--- src/rtl/acq_ctrl_multi.sv ---
// Multi-channel acquisition controller: single-shot and circular
// pre-trigger capture into a dual-clock sample RAM, record held until ack.
module acq_ctrl_multi #(
  parameter int NCH        = 2,
  parameter int W          = 8,
  parameter int ADDR_W     = 10,
  parameter int NR_SAMPLES = 512,
  parameter int PRE        = 128
) (
  input  logic                ram_wr_clk,
  input  logic                reset,
  input  logic [NCH*W-1:0]    din,
  input  logic                din_valid,
  input  logic                mode,
  input  logic                arm,
  input  logic                trigger,
  input  logic                abort,
  input  logic                rec_ack,
  output logic                wr_en,
  output logic [ADDR_W-1:0]   wr_addr,
  output logic [NCH*W-1:0]    wr_data,
  output logic                busy,
  output logic                rec_done,
  output logic [ADDR_W-1:0]   rec_start,
  output logic                trig_early
);

  typedef enum logic [1:0] {
    IDLE,
    ARM,
    CAPTURE,
    DONE
  } state_t;

  localparam logic [ADDR_W:0]   NR_C   = (ADDR_W+1)'(NR_SAMPLES);
  localparam logic [ADDR_W:0]   PRE_C  = (ADDR_W+1)'(PRE);
  localparam logic [ADDR_W:0]   POST_C = (ADDR_W+1)'(NR_SAMPLES - PRE);
  localparam logic [ADDR_W-1:0] PRE_A  = ADDR_W'(PRE);

  state_t              state;
  state_t              state_n;
  logic                mode_q;
  logic                mode_n;
  logic [ADDR_W-1:0]   ptr;
  logic [ADDR_W-1:0]   ptr_n;
  logic [ADDR_W:0]     fill;
  logic [ADDR_W:0]     fill_n;
  logic [ADDR_W:0]     cnt;
  logic [ADDR_W:0]     cnt_n;
  logic [ADDR_W:0]     target;
  logic [ADDR_W-1:0]   start_n;
  logic                early_n;
  logic                accept;
  logic                do_wr;

  always_ff @(posedge ram_wr_clk or posedge reset) begin
    if (reset) begin
      state      <= IDLE;
      mode_q     <= 1'b0;
      ptr        <= '0;
      fill       <= '0;
      cnt        <= '0;
      rec_start  <= '0;
      trig_early <= 1'b0;
    end else begin
      state      <= state_n;
      mode_q     <= mode_n;
      ptr        <= ptr_n;
      fill       <= fill_n;
      cnt        <= cnt_n;
      rec_start  <= start_n;
      trig_early <= early_n;
    end
  end

  // Post-trigger word budget depends on the mode latched at arm time.
  assign target = mode_q ? POST_C : NR_C;

  always_comb begin
    state_n = state;
    mode_n  = mode_q;
    ptr_n   = ptr;
    fill_n  = fill;
    cnt_n   = cnt;
    start_n = rec_start;
    early_n = trig_early;
    accept  = 1'b0;
    do_wr   = 1'b0;
    if (abort) begin
      state_n = IDLE;
    end else begin
      unique case (state)
        IDLE: begin
          if (arm) begin
            state_n = ARM;
            mode_n  = mode;
            ptr_n   = '0;
            fill_n  = '0;
            cnt_n   = '0;
            early_n = 1'b0;
          end
        end
        ARM: begin
          accept = trigger && (!mode_q || fill == PRE_C);
          if (accept) begin
            state_n = CAPTURE;
            start_n = ptr - (mode_q ? PRE_A : '0);
            do_wr   = din_valid;
            cnt_n   = din_valid ? (ADDR_W+1)'(1) : '0;
          end else if (mode_q) begin
            if (din_valid) begin
              do_wr = 1'b1;
              if (fill != PRE_C) fill_n = fill + 1'b1;
            end
            if (trigger) early_n = 1'b1;
          end
        end
        CAPTURE: begin
          if (cnt == target) begin
            state_n = DONE;
          end else if (din_valid) begin
            do_wr = 1'b1;
            cnt_n = cnt + 1'b1;
          end
        end
        DONE: begin
          if (rec_ack) state_n = IDLE;
        end
        default: state_n = IDLE;
      endcase
      if (do_wr) ptr_n = ptr + 1'b1;
    end
  end

  // Outputs are registered from next-state so they line up with the FSM.
  always_ff @(posedge ram_wr_clk or posedge reset) begin
    if (reset) begin
      wr_en    <= 1'b0;
      wr_addr  <= '0;
      wr_data  <= '0;
      busy     <= 1'b0;
      rec_done <= 1'b0;
    end else begin
      wr_en    <= do_wr;
      busy     <= (state_n == ARM) || (state_n == CAPTURE);
      rec_done <= (state_n == DONE);
      if (do_wr) begin
        wr_addr <= ptr;
        wr_data <= din;
      end
    end
  end

endmodule

--- config.mk ---
export PLATFORM = sky130hd
export DESIGN_NAME = acq_ctrl_multi
export DESIGN_NICKNAME = d
export VERILOG_FILES = /design/src/rtl/acq_ctrl_multi.sv
export SDC_FILE = /design/constraint.sdc
export NUM_CORES = 1
export LEC_CHECK = 0
export CAP_MARGIN = 20
export CORE_MARGIN = 4
export CORE_UTILIZATION = 55
export CTS_CLUSTER_DIAMETER = 50
export DETAILED_ROUTE_END_ITERATION = 12
export HOLD_SLACK_MARGIN = 0.1
export PLACE_DENSITY_LB_ADDON = 0.15
export SYNTH_ARGS = -nofsm -noshare
export SYNTH_HDL_FRONTEND = slang
export SYNTH_SLANG_ARGS = --single-unit
--- constraint.sdc ---
create_clock -name ram_wr_clk -period 4.4 [get_ports ram_wr_clk]
set_clock_uncertainty 0.05 [all_clocks]
set_input_delay 0.88 -clock ram_wr_clk [delete_from_list [all_inputs] [get_ports ram_wr_clk]]
set_output_delay 0.88 -clock ram_wr_clk [all_outputs]
set_load 0.03 [all_outputs]
-- Yosys cells after proc, flatten, opt, wreduce, memory -nomap -nowiden
Index checks and enable logic that the tools add are counted.
W data, S select, Z words.
- register bits after elaboration: 75
- mux-type cells: 34
- bitwise operators: 1
- reductions and logical operators: 15
- equal/unequal tests: 18
- add/sub/neg operators: 4
- operators with widths (operator ; number):
    $mux W11 ; 8
    $mux W10 ; 4
    $pmux W11 S3 ; 1
    $add A11 B1 Y11 const B ; 2
    $pmux W11 S2 ; 1
    $ne A2 B2 Y1 const B ; 9
    $reduce_and A6 Y1 ; 2
    $eq A11 B10 Y1 ; 1
    $eq A11 B8 Y1 const B ; 1
    $mux W1 ; 11
    $ne A11 B8 Y1 const B ; 1
    $add A10 B1 Y10 const B ; 1
    $mux W2 ; 5
    $sub A10 B8 Y10 ; 1
    $reduce_and A3 Y1 ; 3
    $eq A2 B2 Y1 const B ; 4
    $mux W8 ; 1
    $pmux W2 S4 ; 1
    $reduce_and A7 Y1 ; 1
    $reduce_bool A2 Y1 ; 3
    $eq A2 B1 Y1 const B ; 2
    $pmux W1 S2 ; 2
    $reduce_bool A3 Y1 ; 1
    $logic_not A2 Y1 ; 1
    other kinds (4) ; 5

-- Depth between registers and ports, before layout
- depth in word-level cells: 8
- depth in mapped cells: 9
- mapped depth without buffers: 8

-- Least setup slack after synthesis
OpenSTA, ideal clock, no wires.
- kind: input port to flip-flop
- from: input din_valid
- to: register wr_addr[4]
- stages: 7
- data arrival time: 2.181 ns
- data required time: 4.225 ns
- setup slack: 2.044 ns
- setup time: 0.125 ns
- cells stage by stage: clkbuf_1 > o2111a_1 > a21oi_2 > nor2_1 > buf_6 > buf_6 > mux2_4
- longest elaborated chain between the ends: 6
- ends and longest elaborated chain (item ; RTL line ; RTL):
    from (decl) ; 13 ; input logic din_valid,
    $mux W1 ; 111, 121 ;
    $mux W1 ; 110 ; end else if (mode_q) begin
    $mux W1 ; 105 ; if (accept) begin
    $pmux W1 S2 (*) ; 92 ; unique case (state)
    $mux W1 (*) (2 in a row) ; 89 ; if (abort) begin
    via do_wr ; 54 ; logic do_wr;
    to (signal assigned) ; 148 ; wr_addr <= ptr;
    to (decl) ; 20 ; output logic [ADDR_W-1:0] wr_addr,
The timed path passes the listed nets; every way through them passes the cells marked *. The select of a mux whose other input is x is not followed.
A chain may end at the register's enable or synchronous reset.

-- Final worst setup path
- from: input trigger
- to: register cnt[8]
- longest elaborated chain between the ends: 3
- ends and longest elaborated chain (item ; RTL line ; RTL):
    from (decl) ; 16 ; input logic trigger,
    $logic_and A1 B1 Y1 ; 104 ; accept = trigger && (!mode_q || fill == PRE_C);
    $ne A2 B2 Y1 (no line) ; n/a ;
    $reduce_and A6 Y1 (no line) ; n/a ;
    to (signal assigned) ; 70 ; cnt <= cnt_n;
    to (decl) ; 48 ; logic [ADDR_W:0] cnt;
Every way passes these cells.

==> summary.md <==
| Metric | Value |
|---|---|
| CP required | between 4 and 5 ns |
| N_diodes | 0 |
| Row cnt | 30 |
| ANT nets after route | 0 |
| Die span in y | ~92 µm |
| Worst path arrival time | ~3 ns |
| Endpoint class of the critical path | flop |
| Pwr/cell area | between 300 and 400 mW/mm² |
| Synthesized flop and latch total | 75 |
| Largest net degree at the start of global routing | 50 |
| Setup Crit Path Kind | input port to flop |
| Setup Fix Bufs, Post-CTS | 0 |
| Critical Path Fanout Max | 12 |
| Post-CTS Hold Buffers | 0 |
| Sequential area share after synthesis | 48.4% |
| Post-Synth Simple-Gate Area | about 15% |
| CP Cell Sequence | clkdlybuf4s50_1 > inv_1 > o21ai_0 > o21ai_2 > or3_1 > o41ai_2 |
| Asr flop ratio synth | between 90% and 100% |
| Status | finished clean |
| Final Hold Fails | 0 |
| Slowest-stage cell, CP | or3_1 |
| Most common cell after layout, fill and taps aside | dfrtp_1 |
| P_leak | approximately 2.0 nW |
| Layout net count | 455 |
| H-tree levels | 3 |
| Fin. max-slew vios | 0 |
| DR iter-0 viols | roughly 160 |
| Cell variety after synth | 56 |
| Mux cell area share after synthesis | a little under an eighth |
| Synth Area in Adders | 3.87% |
| Top cell family by delay on the critical path | compound AO/OA/AOI/OAI gates |
| Final Cell Area | ~0.0048 mm² |
| DP Area | 0.00456 mm² |
| DRC violations left | 0 |
| Worst-Skew Late Latency | roughly 0.35 ns |
| Commonest non-fill, non-tap cells in the layout | dfrtp_1 (75), clkdlybuf4s50_1 (63), nand2_1 (33) |
| Startpoint Class | input port |
| Synthesized instance count | roughly 360 |
| Mean routed wirelength per cell | around 17 µm |
| Combinational family with the most area after synthesis | compound AO/OA/AOI/OAI gates |
| I/O pin total | 64 |
| Die X | 92.0 µm |
| Final setup violation count | 0 |
| Slowest stage delay, CP | about 0.6 ns |
| Fin Setup TNS | 0 ns |
| Synth Flop Type | dfrtp_1 |
| CTS Sinks | 75 |
| GPL Wtd Cong | about 0.8 |
| Clock slew at reported path FFs | 0.08 ns |
| GRT Overall Usage | approximately 22% |
| Number of global-route vias before repair | between 3000 and 4000 |
| CTS buffer count | 9 |
| Ys Warns | 0 |
| Starting Density | a little under three fifths |
| Layout cells sized above 1 | ~17% |
| Post-synthesis compound-gate area fraction | between 15 and 20% |
| Worst path bufs/invs | 2 |
| Layout area overhead | 23.0% |
| Cts repair resizes | 0 |
| Worst slew margin relative to its limit | between 40% and 50% |
| Max IR drop VDD | roughly 0.00030 V |
| Max Root-Sink Buffers | 2 |
| Max frequency | roughly 360 MHz |
| Hold WC Path Type | flop to flop |
| # fillers | between 500 and 600 |
| Core area | between 0.006 and 0.007 mm² |
| Syn Nets | roughly 390 |
| GRT overflow | 0 |
| Vias per cell | ~6 |
| Via Count | between 3000 and 4000 |
| Port bufs | 63 |
| Number of synthesized flops with an enable pin | 0 |
| Initial antenna violation count | 0 |
| CTS tree | done |
| Unrepaired setup endpoints after global routing | no |
| Synth Area per Inst | 10.8 µm² |
| DP HPWL | 5920 µm |
| Final period demand of the worst path | about 2.8 ns |
| Area of the die | ~0.0085 mm² |
| CTS root buf | clkbuf_8 |
| Post-Synth XOR/XNOR Area | 0.452% |
| Worst slew pin tran | 0.765 ns |
| Routed WL | ~9000 µm |
| First-pass GRT wire length | 15000 µm |
| Pre-Repair DR Iteration Count | 4 |
| Mapped Area | 0.00388 mm² |
| Max-cap violations | 0 |
| Period utilization | between 60% and 70% |
## routing by layer
metal	vias to the layer above	track usage, %	share of wire [%]
met5	-	0	0
met4	0	7.92	1.6
met3	13	6.15	6.3
met2	89	34.4	47
met1	1501	30.5	45
li1	1457	-	-
## cells in the mapped netlist, drive strengths merged, types with 2 or more instances
cell | instances | area, µm²
dfrtp | 75 | 1880
mux2 | 34 | 409
nand2 | 33 | 124
a21oi | 29 | 149
o21ai | 26 | 134
a31oi | 15 | 93.8
inv | 15 | 56.3
ha | 12 | 150
or3 | 11 | 68.8
clkbuf | 10 | 37.5
nand3 | 10 | 55.1
nand4 | 7 | 43.8
nor2 | 7 | 26.3
buf | 6 | 55.1
o31ai | 6 | 45.0
or4 | 6 | 45.0
mux2i | 5 | 50.1
nor3 | 5 | 25.0
o41ai | 5 | 73.8
and2 | 4 | 25.0
and3 | 4 | 25.0
nor4b | 3 | 41.3
or2 | 3 | 18.8
a211oi | 2 | 20.0
a41oi | 2 | 17.5
and4 | 2 | 20.0
nor2b | 2 | 12.5
o22ai | 2 | 12.5
## stage by stage
step,setup slack (ns),std cells,hold slack (ns),power [mW],utilization (%)
2_1_floorplan,1.56,358,0.440,1.04,-
3_3_place_gp,1.33,504,0.412,1.21,66.8
3_5_place_dp,1.30,504,0.425,1.22,66.8
4_1_cts,1.66,520,0.444,1.77,69.8
5_1_grt,1.43,520,0.466,1.84,69.8
6_report,1.60,520,0.440,1.76,69.8
## report_power, final
part,internal [mW],switching (mW),total (mW)
Clock,0.282,0.271,0.553
Sequential,0.752,0.0396,0.792
Combinational,0.180,0.232,0.413
## state kept, by name (all words and copies together) (netlist names)
register,count
wr_en,1
busy,1
rec_done,1
wr_addr,10
ptr,10
fill,11
cnt,11
wr_data,16
mode_q,1
trig_early,1
state,2
rec_start,10
## logic make-up (layout without fill, tap and decap cells)
family                   Yosys count  in the layout
XOR/XNOR                           2              2
flip-flops                        75             75
multiplexers                      39             39
AND/OR/NAND/NOR                  102            102
AO/OA/AOI/OAI                     97             97
buffers and inverters             31             97
adder cells (fa/ha/maj)           12             12
## final cells by class
| class | count | area, µm² | share of cell area [%] |
|---|---|---|---|
| inverter | 15 | 56.3 | 1.18 |
| clock inverter | 6 | 71.3 | 1.49 |
| clock buffer | 10 | 138 | 2.88 |
| multi-input combinational | 252 | 1860 | 38.9 |
| tap | 96 | 120 | 2.52 |
| timing repair buffer | 66 | 653 | 13.7 |
| sequential | 75 | 1880 | 39.3 |
## worst min-delay path, cell delays in order (launching register included)
cell	delay (ns)
dfrtp_1	0.35
nand2_1	0.05
o21ai_0	0.06
## final timing paths
kind                                    from            to  slack, ns  cells after the start
worst max-delay path                 trigger        cnt[8]       1.60                      6
worst min-delay path            rec_start[7]  rec_start[7]       0.44                      2
worst max register to register        cnt[0]        ptr[8]       1.76                      7
worst min register to register  rec_start[7]  rec_start[7]       0.44                      2
max in group asynchronous              reset       fill[4]       2.43                      3
min in group asynchronous              reset    wr_data[6]       0.83                      2
Note: power is estimated with default switching activity, not from simulation.
